`src/rtl/bist_response_capture.sv`:
```
// Exhaustive pattern generator plus MISR response compactor for small benchmark DUTs.
// Patterns run 0..2^N_IN-1; responses are realigned by DUT_LAT and folded into a signature.
module bist_response_capture #(
  parameter int               N_IN    = 6,
  parameter int               SIG_W   = 16,
  parameter logic [SIG_W-1:0] POLY    = 16'h1021,
  parameter logic [SIG_W-1:0] SEED    = '0,
  parameter logic [SIG_W-1:0] GOLDEN  = 16'h0000,
  parameter int               DUT_LAT = 0
) (
  input  logic             CK,
  input  logic             reset,
  input  logic             start,
  output logic [N_IN-1:0]  pattern_out,
  output logic             pattern_valid,
  input  logic             resp_in,
  output logic             busy,
  output logic             done,
  output logic [SIG_W-1:0] signature,
  output logic             pass,
  output logic [N_IN:0]    vec_count
);

  typedef enum logic [1:0] {IDLE, RUN, DRAIN, DONE} state_t;

  state_t         state, state_nxt;
  logic [2:0]     drain_cnt;
  logic           sample_en;
  logic           last_pat;
  logic [SIG_W-1:0] sig_shift, sig_nxt;

  assign last_pat = (pattern_out == {N_IN{1'b1}});

  // Valid delay line: response of a pattern arrives DUT_LAT cycles after it is presented.
  generate
    if (DUT_LAT == 0) begin : g_nolat
      assign sample_en = pattern_valid;
    end else begin : g_lat
      logic [DUT_LAT-1:0] vld_pipe;
      always_ff @(posedge CK or posedge reset) begin
        if (reset) vld_pipe <= '0;
        else       vld_pipe <= (vld_pipe << 1) | DUT_LAT'(pattern_valid);
      end
      assign sample_en = vld_pipe[DUT_LAT-1];
    end
  endgenerate

  always_comb begin
    sig_shift = {signature[SIG_W-2:0], 1'b0} ^ (signature[SIG_W-1] ? POLY : '0)
              ^ {{(SIG_W-1){1'b0}}, resp_in};
    sig_nxt   = sample_en ? sig_shift : signature;
  end

  always_ff @(posedge CK or posedge reset) begin
    if (reset) state <= IDLE;
    else       state <= state_nxt;
  end

  always_comb begin
    state_nxt = state;
    case (state)
      IDLE:    if (start) state_nxt = RUN;
      RUN:     if (last_pat) state_nxt = (DUT_LAT > 0) ? DRAIN : DONE;
      DRAIN:   if (drain_cnt == 3'(DUT_LAT-1)) state_nxt = DONE;
      DONE:    state_nxt = IDLE;
      default: state_nxt = IDLE;
    endcase
  end

  always_comb begin
    busy = (state == RUN) || (state == DRAIN);
    done = (state == DONE);
  end

  always_ff @(posedge CK or posedge reset) begin
    if (reset) begin
      pattern_out   <= '0;
      pattern_valid <= 1'b0;
      signature     <= SEED;
      pass          <= 1'b0;
      vec_count     <= '0;
      drain_cnt     <= '0;
    end else if (state == IDLE && start) begin
      signature     <= SEED;
      vec_count     <= '0;
      pass          <= 1'b0;
      pattern_out   <= '0;
      pattern_valid <= 1'b1;
      drain_cnt     <= '0;
    end else begin
      if (sample_en) begin
        signature <= sig_shift;
        vec_count <= vec_count + (N_IN+1)'(1);
      end
      if (state == RUN) begin
        if (last_pat) pattern_valid <= 1'b0;
        else          pattern_out   <= pattern_out + N_IN'(1);
      end
      drain_cnt <= (state == DRAIN) ? drain_cnt + 3'd1 : 3'd0;
      // Final sample lands on the edge entering DONE, so compare the post-sample value.
      if (state_nxt == DONE && state != DONE) pass <= (sig_nxt == GOLDEN);
    end
  end

endmodule

```
`config.mk`:
```
export PLATFORM = sky130hd
export DESIGN_NAME = bist_response_capture
export DESIGN_NICKNAME = d
export VERILOG_FILES = /design/src/rtl/bist_response_capture.sv
export SDC_FILE = /design/constraint.sdc
export NUM_CORES = 1
export LEC_CHECK = 0
export BUFFER_PORTS_ARGS = -buffer_cell sky130_fd_sc_hd__buf_2
export CAP_MARGIN = 10
export CORE_ASPECT_RATIO = 0.8
export CORE_MARGIN = 2
export CORE_UTILIZATION = 58
export DETAILED_ROUTE_END_ITERATION = 10
export GPL_TIMING_DRIVEN = 0
export PLACE_DENSITY = 0.83
export SLEW_MARGIN = 20
export SYNTH_ARGS = -nofsm -noshare
export SYNTH_HDL_FRONTEND = slang
export SYNTH_SLANG_ARGS = --single-unit
```
`constraint.sdc`:
```
create_clock -name CK -period 2.9 [get_ports CK]
set_input_delay 0.29 -clock CK [delete_from_list [all_inputs] [get_ports CK]]
set_output_delay 0.29 -clock CK [all_outputs]
set_load 0.1 [all_outputs]
```
==> metrics.yaml <==
startpoint_type: "flop"
drt-vias-per-instance: 5.57
clk-insertion-delay-late_ns: 0.29
synth_cell_types: 35
finalHoldViolations: 0
postCtsSetupRepairBufs: 0
clockRootBuffer: "clkbuf_8"
final_layout_size_suffix_gt1_share_pct: 25.5
synth.ff_latch_count: 36
clock_sinks: 36
cpPeakStageDelay_ns: 0.43
tightest_slew_ns: 0.726
synth_area_sq_um: 1800
synthArstFlopShare_pct: 100
track_usage_pct: 23.7
period_share_pct: 62.7
numCtsBuffers: 5
cts_buffer_depth: 2
cts_resized: 0
min_period_ns: 1.82
worstPathMaxFanout: 8
fin_tns_setup_ns: 0
die_h_um: 53.9
dr.pass1.iters: 4
yosysWarningCount: 0
io_pins: 37
cts_tree: "done"
rows: 18
required_ns: 3.11
slowest_stage: "dfrtp_1"
grt_max_degree: 37
arrival_ns: 2.03
fin_nets: 225
die_area_sq_um: 3570
antennaDiodeCount: 0
grt_pass1_wl_mm: 6.15
avgSynthCellArea_sq_um: 10.7
holdWs_ns: 0.121
skew_ns: 0.00330
numPortBuffers: 36
synth_nets: 182
hp-class: "in -> async"
synth-edff-count: 0
slew_viol_final: 0
cts_htree_levels: 2
cap_violations: 0
regArea_sq_um: 901
yosysTopAreaCell: "dfrtp_1"
die_x_um: 66.3
cts_hold_buf: 0
status: "completed"
seq_area_frac_synth_pct: 50.0
multiInputGateArea_sq_um: 841
slew_headroom_pct: 51.5
setup.worst_path.class: "reg -> reg"
drcViolationCount: 0
grt_pass1_vias: 1364
crit_family: "simple AND/OR/NAND/NOR gates"
cp-end-kind: "flop"
area_growth_pct: 18.1
place.gp.congestion: 0.762
setup_violations: 0
clk_pin_slew_ns: 0.07
initial_core_util_pct: 59.7
routedWlPerCell_um: 14.9
rsz0062_at_grt: "no"
drt_iter0_markers: 76
synth_top_area_share_pct: 50.0
synthCells: 169
crit_buf_inv: 2
ys.flop_type: "dfrtp_1"
coreArea_sq_um: 3020
synthTopCellsByArea: "dfrtp_1 50%, mux2i_1 8.9%, ha_1 6.3%"
fillers: 237
antenna_found_initial: 0
wl_mm: 3.75
path_cells: "inv_1 > ha_1 > clkbuf_1 > nor4_1 > nor3_1 > o311ai_1 > mux2i_1"
grt_overflow_total: 0
antenna_left: 0
hpwlAfterDp_mm: 2.64
vias: 1403
fmax_mhz: 550
## layer usage
metal	vias up	global-route usage (%)	routed length [um]
met5	-	0	0
met4	0	12.2	81
met3	8	5.65	169
met2	32	39.0	1820
met1	697	29.6	1680
li1	666	-	-
## per-stage QoR
| stage | instances | util, % | setup slack (ns) | cell area [sq um] |
|---|---|---|---|---|
| CTS | 252 | 70.5 | 1.07 | 2130 |
| global placement | 245 | 67.3 | 1.19 | 2030 |
| finish | 252 | 70.5 | 1.08 | 2130 |
| global route | 252 | 70.5 | 0.875 | 2130 |
| floorplan | 169 | - | 0.801 | 1800 |
| detailed placement | 245 | 67.3 | 1.08 | 2030 |
## kinds of logic (layout without fill, tap and decap cells)
kind of cell | count (synthesis) | in the layout | share of synthesized area (%)
flip-flops | 36 | 36 | 50.0
multiplexers | 16 | 16 | 8.89
XOR/XNOR | 12 | 12 | 5.83
AO/OA/AOI/OAI | 18 | 18 | 6.94
buffers and inverters | 11 | 54 | 3.33
AND/OR/NAND/NOR | 67 | 67 | 18.8
adder cells (fa/ha/maj) | 9 | 9 | 6.25
## flip-flops by register name, indices dropped and copies added, names as in the netlist
register	count
vec_count	7
pattern_valid	1
pattern_out	6
signature	16
pass	1
state	2
drain_cnt	3
## synth_stat cells, drive strengths merged (2+ instances only)
| cell type | count |
|---|---|
| dfrtp | 36 |
| nor2 | 32 |
| mux2i | 16 |
| ha | 9 |
| nand2 | 9 |
| xor2 | 8 |
| and3 | 5 |
| buf | 5 |
| nor3 | 5 |
| a21oi | 4 |
| xnor2 | 4 |
| and2 | 3 |
| clkbuf | 3 |
| inv | 3 |
| nand4 | 3 |
| nor4 | 3 |
| o211ai | 3 |
| o21ai | 3 |
| a211oi | 2 |
| nand3 | 2 |
| or3 | 2 |
## cell type report
type | instances | share of cell area, %
multi-input combinational | 122 | 39.5
buffer | 8 | 2.29
sequential | 36 | 42.3
clock buffer | 7 | 4.53
tap | 40 | 2.35
timing repair buffer | 36 | 8.47
inverter | 3 | 0.529
## layout by cell type, fill, tap and decap left out, drive strengths merged, types with 5 or more instances in the layout
| cell type | count |
|---|---|
| nor2 | 32 |
| mux2i | 16 |
| clkbuf | 10 |
| buf | 41 |
| dfrtp | 36 |
| and3 | 5 |
| nand2 | 9 |
| xor2 | 8 |
| ha | 9 |
| nor3 | 5 |
## worst paths after layout
kind	from	to	slack [ns]	depth (start not counted)
worst max-delay path	state[1]	pass	1.08	7
worst min-delay path	reset	pattern_out[1]	0.12	2
worst max register to register	state[1]	pass	1.08	7
worst min register to register	drain_cnt[0]	drain_cnt[0]	0.43	1
max in group asynchronous	reset	pattern_out[4]	2.32	2
min in group CK	resp_in	signature[0]	0.34	3
Power is left out: the tool's default activity adds up to more than one toggle a clock period on the data nets, which glitch-free logic cannot reach.
